===== src/rtl/ghost_navigator.sv =====
// Ghost maze navigation: legal-move mask from an on-chip maze map plus a
// target-seeking heading choice, both registered on Clk.
module ghost_navigator #(
    parameter string MAZE_FILE = "maze.mem",
    parameter int    MAZE_X0   = 72,
    parameter int    MAZE_Y0   = 0
) (
    input  logic       Clk,
    input  logic       Reset,
    input  logic [9:0] PosX,
    input  logic [9:0] PosY,
    input  logic       is_Ghost,
    input  logic [9:0] targetX,
    input  logic [9:0] targetY,
    input  logic [3:0] currentDirection,
    output logic [3:0] availible_dir,
    output logic [3:0] nextDirection
);

    localparam int COLS  = 28;
    localparam int ROWS  = 31;
    localparam int CELLS = COLS * ROWS;

    localparam logic signed [10:0] TILE = 11'sd12;
    localparam logic signed [10:0] HALF = 11'sd6;

    // Neighbour offsets indexed by mask bit: left, up, right, down
    localparam logic signed [10:0] DCOL [4] = '{-11'sd1, 11'sd0, 11'sd1, 11'sd0};
    localparam logic signed [10:0] DROW [4] = '{11'sd0, -11'sd1, 11'sd0, 11'sd1};

    genvar gi;

    logic [1:0] w_maze_rom [CELLS];

    generate
        // Walled border, open interior, one ghost door at column 5 row 4
        for (gi = 0; gi < CELLS; gi++) begin : g_cell
            localparam int ROW = gi / COLS;
            localparam int COL = gi % COLS;
            localparam bit BORDER = (ROW == 0) || (ROW == ROWS - 1) ||
                                    (COL == 0) || (COL == COLS - 1);
            assign w_maze_rom[gi] = BORDER ? 2'd1 :
                                    ((COL == 5) && (ROW == 4)) ? 2'd2 : 2'd0;
        end
    endgenerate

    function automatic logic signed [10:0] centre(input logic [9:0] pos, input int origin);
        return 11'({1'b0, pos} + 11'd12 - 11'(origin));
    endfunction

    // Rows outside the map are wall; columns -1 and 28 form the side tunnel
    function automatic logic cell_open(input logic signed [10:0] c,
                                       input logic signed [10:0] r,
                                       input logic               ghost);
        logic [9:0] idx;
        logic [1:0] code;
        idx       = 10'd0;
        code      = 2'd1;
        cell_open = 1'b0;
        if ((r >= 11'sd0) && (r <= 11'sd30)) begin
            if ((c == -11'sd1) || (c == 11'sd28)) begin
                cell_open = 1'b1;
            end else if ((c >= 11'sd0) && (c <= 11'sd27)) begin
                idx       = 10'(r[4:0]) * 10'd28 + 10'(c[4:0]);
                code      = w_maze_rom[idx];
                cell_open = (code == 2'd0) || ((code == 2'd2) && ghost);
            end
        end
    endfunction

    logic signed [10:0] w_cx, w_cy, w_tx, w_ty;
    logic signed [10:0] w_col, w_row, w_ox, w_oy;
    logic signed [10:0] w_tc, w_tr;
    logic               w_xcent, w_ycent, w_tunnel;

    assign w_cx  = centre(PosX, MAZE_X0);
    assign w_cy  = centre(PosY, MAZE_Y0);
    assign w_tx  = centre(targetX, MAZE_X0);
    assign w_ty  = centre(targetY, MAZE_Y0);
    assign w_col = w_cx / TILE;
    assign w_row = w_cy / TILE;
    assign w_ox  = w_cx % TILE;
    assign w_oy  = w_cy % TILE;
    assign w_tc  = w_tx / TILE;
    assign w_tr  = w_ty / TILE;

    assign w_xcent  = (w_ox == HALF);
    assign w_ycent  = (w_oy == HALF);
    assign w_tunnel = (w_cx < 11'sd0) || (w_col >= 11'sd28);

    logic signed [10:0] w_nc [4];
    logic signed [10:0] w_nr [4];
    logic [15:0]        w_score [4];
    logic [3:0]         w_nb_open;

    generate
        for (gi = 0; gi < 4; gi++) begin : g_dir
            logic signed [7:0]  w_dc, w_dr;
            logic signed [15:0] w_dc16, w_dr16;
            assign w_nc[gi]      = w_col + DCOL[gi];
            assign w_nr[gi]      = w_row + DROW[gi];
            assign w_nb_open[gi] = cell_open(w_nc[gi], w_nr[gi], is_Ghost);
            assign w_dc          = 8'(w_nc[gi] - w_tc);
            assign w_dr          = 8'(w_nr[gi] - w_tr);
            assign w_dc16        = 16'(w_dc);
            assign w_dr16        = 16'(w_dr);
            assign w_score[gi]   = 16'(w_dc16 * w_dc16) + 16'(w_dr16 * w_dr16);
        end
    endgenerate

    // While still inside a tile, movement away from its centre stays legal
    logic [3:0] w_legal;
    assign w_legal[0] = w_ycent && ((w_ox > HALF) || w_nb_open[0]);
    assign w_legal[1] = w_xcent && ((w_oy > HALF) || w_nb_open[1]);
    assign w_legal[2] = w_ycent && ((w_ox < HALF) || w_nb_open[2]);
    assign w_legal[3] = w_xcent && ((w_oy < HALF) || w_nb_open[3]);

    logic [3:0] w_rev_code;
    logic [3:0] w_rev_mask;

    always_comb begin
        w_rev_code = 4'd0;
        w_rev_mask = 4'b0000;
        case (currentDirection)
            4'd1: begin w_rev_code = 4'd3; w_rev_mask = 4'b0100; end
            4'd2: begin w_rev_code = 4'd4; w_rev_mask = 4'b1000; end
            4'd3: begin w_rev_code = 4'd1; w_rev_mask = 4'b0001; end
            4'd4: begin w_rev_code = 4'd2; w_rev_mask = 4'b0010; end
            default: ;
        endcase
    end

    logic [3:0] w_cand;
    assign w_cand = w_legal & ~w_rev_mask;

    // Strict less-than keeps the earlier entry on ties: up, left, down, right
    logic [4:0]  w_chain_found;
    logic [15:0] w_chain_score [5];
    logic [3:0]  w_chain_code  [5];

    assign w_chain_found[0] = 1'b0;
    assign w_chain_score[0] = 16'hFFFF;
    assign w_chain_code[0]  = 4'd0;

    generate
        for (gi = 0; gi < 4; gi++) begin : g_pick
            localparam int K = (gi == 0) ? 1 : (gi == 1) ? 0 : (gi == 2) ? 3 : 2;
            logic w_take;
            assign w_take = w_cand[K] &&
                            (!w_chain_found[gi] || (w_score[K] < w_chain_score[gi]));
            assign w_chain_found[gi+1] = w_chain_found[gi] | w_take;
            assign w_chain_score[gi+1] = w_take ? w_score[K] : w_chain_score[gi];
            assign w_chain_code[gi+1]  = w_take ? 4'(K + 1) : w_chain_code[gi];
        end
    endgenerate

    logic [3:0] w_pick;
    logic [3:0] w_avail;
    logic [3:0] w_next;

    assign w_pick  = w_chain_found[4]           ? w_chain_code[4] :
                     (|(w_legal & w_rev_mask)) ? w_rev_code      : 4'd0;
    assign w_avail = w_tunnel ? 4'b0101 : w_legal;
    assign w_next  = (!w_tunnel && w_xcent && w_ycent) ? w_pick : currentDirection;

    logic [3:0] r_avail;
    logic [3:0] r_next;

    always_ff @(posedge Clk) begin
        if (Reset) begin
            r_avail <= 4'd0;
            r_next  <= 4'd0;
        end else begin
            r_avail <= w_avail;
            r_next  <= w_next;
        end
    end

    assign availible_dir = r_avail;
    assign nextDirection = r_next;

endmodule


===== config.mk =====
export PLATFORM = sky130hd
export DESIGN_NAME = ghost_navigator
export DESIGN_NICKNAME = d
export VERILOG_FILES = /design/src/rtl/ghost_navigator.sv
export SDC_FILE = /design/constraint.sdc
export NUM_CORES = 1
export LEC_CHECK = 0
export CORE_MARGIN = 4
export CORE_UTILIZATION = 67
export DETAILED_ROUTE_END_ITERATION = 8
export GPL_TIMING_DRIVEN = 0
export PLACE_DENSITY = 0.94
export SETUP_SLACK_MARGIN = 0.05
export SYNTH_ARGS = -nofsm -noshare
export SYNTH_HDL_FRONTEND = slang
export SYNTH_SLANG_ARGS = --single-unit

===== constraint.sdc =====
create_clock -name Clk -period 27.4 [get_ports Clk]
set_input_delay 5.48 -clock Clk [delete_from_list [all_inputs] [get_ports Clk]]
set_output_delay 5.48 -clock Clk [all_outputs]
set_load 0.005 [all_outputs]

==> flow_metrics.tcl <==
set metrics [dict create \
    yosys_synthesis_warning_count 0 \
    clock-sinks 8 \
    path_max_fanout 14 \
    initial_core_utilization_pct 68.3 \
    placement.io_buffers 45 \
    post-route-cell-area_sq_um 28900 \
    vias_in_the_first_global_route 24700 \
    arrival_ns 27.40 \
    core_sq_um 38900 \
    global_route.usage.total_pct 31.5 \
    die_w_um 207 \
    synth.cell_area_sq_um 26600 \
    slew-limit-headroom_pct -0.0135 \
    global_route.overflow_total 0 \
    hold_depth 2 \
    drt-initial-drc-count 2670 \
    synth.lib_cells_used.distinct 106 \
    synth_async_sr_flop_share_pct 0 \
    wire_per_inst_um 19.0 \
    timing.critical_path.required_ns 27.52 \
    io-pin-count 55 \
    timing_max_transition_violations_final 1 \
    cts_max_level 1 \
    setup.worst_path.end_class "register" \
    synth.ff_latch_count 8 \
    gp_congestion 0.994 \
    clk_root_buffer_cell "sky130_fd_sc_hd__clkbuf_16" \
    cap_violations 1 \
    chipHeight_um 207 \
    final_hold_vio_count 0 \
    failed_checks "capacitance limit, slew limit" \
    ys_seq_area_share_pct 0.602 \
    num_rows 72 \
    area.growth.synth_to_final_pct 8.53 \
    hold_start "currentDirection[3]" \
    critPathLaunchType "primary input" \
    antenna_found_initial 2 \
    cts_tree "built" \
    largest_net_degree_at_the_start_of_global_routing 16 \
    fp.dieArea_sq_um 42900 \
    placed_area_sq_um 27700 \
    synth_cells 3348 \
    slowest_stage_delay_cp_ns 0.54 \
    grt_first_pass_wirelength_um 116000 \
    finalSetupViolations 0 \
    cts_hold_repair.buffers 0 \
    clock_path_buffers 2 \
    hold_path_class "primary input to register" \
    min_cycle_time_layout_ns 27.28 \
    outcome "finished with violations" \
    hold_path_end "nextDirection[3]" \
    critical-path-slowest-cell "sky130_fd_sc_hd__clkdlybuf4s50_1" \
    post_route_cells_drive_above_1_share_pct 6.81 \
    drt_drc_violations_left 0 \
    hpwl_um 59300 \
    firstDrtPassIters 8 \
    postRouteAntennaNets 0 \
    timing.setup.critical_path_class "primary input to register" \
    clkTransAtPathRegs_ns 0.04 \
    cts_made_buffers 3 \
    worst-slew-pin-transition_ns 1.49 \
    ys.flop_type "sky130_fd_sc_hd__dfxtp_1" \
    fmax_mhz 36.7 \
    finalNetCount 4202 \
    vias 25000 \
    postRouteWirelength_um 75200 \
    post_synth_edffs 0 \
    finish.utilization_pct 74.1 \
    vias_per_cell 6.33 \
    finalCritPeriodShare_pct 99.6 \
    syn_area_per_cell_sq_um 7.94 \
    synth.net_count 4111 \
    cpMostUsedCell "sky130_fd_sc_hd__o21a_1" \
]
==> flip-flops by register name, indices dropped and copies added, names as in the netlist <==
register,cells
availible_dir,4
nextDirection,4
==> metrics by stage <==
step                setup slack, ns  hold WS, ns  TNS (ns)  std cells
global placement              -2.04         5.90     -5.18       3911
CTS                          0.0845         5.65         0       3923
detailed placement            -2.88         5.90     -7.67       3911
global route                 -0.419         5.66    -0.811       3955
floorplan                      2.15         5.66         0       3348
finish                        0.118         5.64         0       3956
==> worst max-delay path: cells and delay by family <==
family | cells | cell delay, ns
adders and majority gates | 19 | 7.36
xor gates and xnor gates | 3 | 0.48
muxes | 3 | 0.95
and+or+nand+nor | 22 | 3.61
buffers and inverters | 16 | 2.23
AOI/OAI and AO/OA | 39 | 7.20
==> area by class of cell <==
| class | count | area (sq um) |
|---|---|---|
| Tap cell | 518 | 648 |
| Fill cell | 2628 | 10100 |
| Inverter | 690 | 2610 |
| Timing Repair Buffer | 88 | 795 |
| Buffer | 86 | 404 |
| Clock buffer | 3 | 75.1 |
| Multi-Input combinational cell | 2562 | 24200 |
| Sequential cell | 8 | 160 |
| Antenna cell | 1 | 2.50 |
==> metal layers <==
metal	part of all wire (%)	up-vias	wire length [um]	global-route usage [%]
li1	-	11200	-	-
met1	37	12000	27900	39.3
met3	8.6	404	6490	4.04
met5	0.032	-	24	0
met4	6.3	4	4770	14.6
met2	48	1422	36000	54.7
==> kinds of logic (layout without fill, tap and decap cells) <==
family                   Yosys count  in the layout  share of synthesized area (%)
AND/OR/NAND/NOR                  833            833                           15.3
buffers and inverters            778            867                           11.2
adder cells (fa/ha/maj)          731            731                           44.5
AO/OA/AOI/OAI                    657            657                           16.7
XOR/XNOR                         286            286                           9.50
multiplexers                      55             55                           2.19
flip-flops                         8              8                          0.602
other                              0              1                              0
==> layout by cell type, fill, tap and decap left out, drive strengths merged, types with 50 or more instances in the layout <==
cell and n:
xor2 80, xnor2 205, ha 353, buf 69
inv 685, nand2 244, o21ai 102, clkbuf 64
a21o 50, nor2 211, fa 363, nand3 63
a21oi 178, nor3 66
==> repair_timing <==
action / 4_1_cts / 5_1_grt
pin swaps: 10 / 34
setup endpoints to repair: 3 / 3
setup buffers: 10 / 33
gates resized for setup: 58 / 117
==> how the worst max path moves through the flow <==
stage / startpoint / to / slack (ns) / depth (start not counted)
2_1_floorplan: PosX[0] / nextDirection[0] / 2.15 / 102
3_3_place_gp: PosX[3] / nextDirection[0] / -2.04 / 105
3_5_place_dp: PosX[0] / nextDirection[0] / -2.88 / 102
4_1_cts: PosX[2] / nextDirection[0] / 0.08 / 105
5_1_grt: PosX[7] / nextDirection[0] / -0.42 / 105
6_report: PosX[4] / nextDirection[0] / 0.12 / 102
==> cells in the mapped netlist, drive strengths merged, types with 63 or more instances <==
cell type  instances  share of area (%)
nor2             211                3.0
nor3              66                1.2
inv              687                9.7
o21ai            102                1.9
nand2            244                3.4
clkbuf            65               0.92
fa               363                 27
xor2              80                2.6
nand3             63                1.2
a21oi            178                3.4
ha               353                 17
xnor2            205                6.8
Power is not shown: default switching activity piles up to over one toggle a cycle in this logic, so the estimate is an artifact.
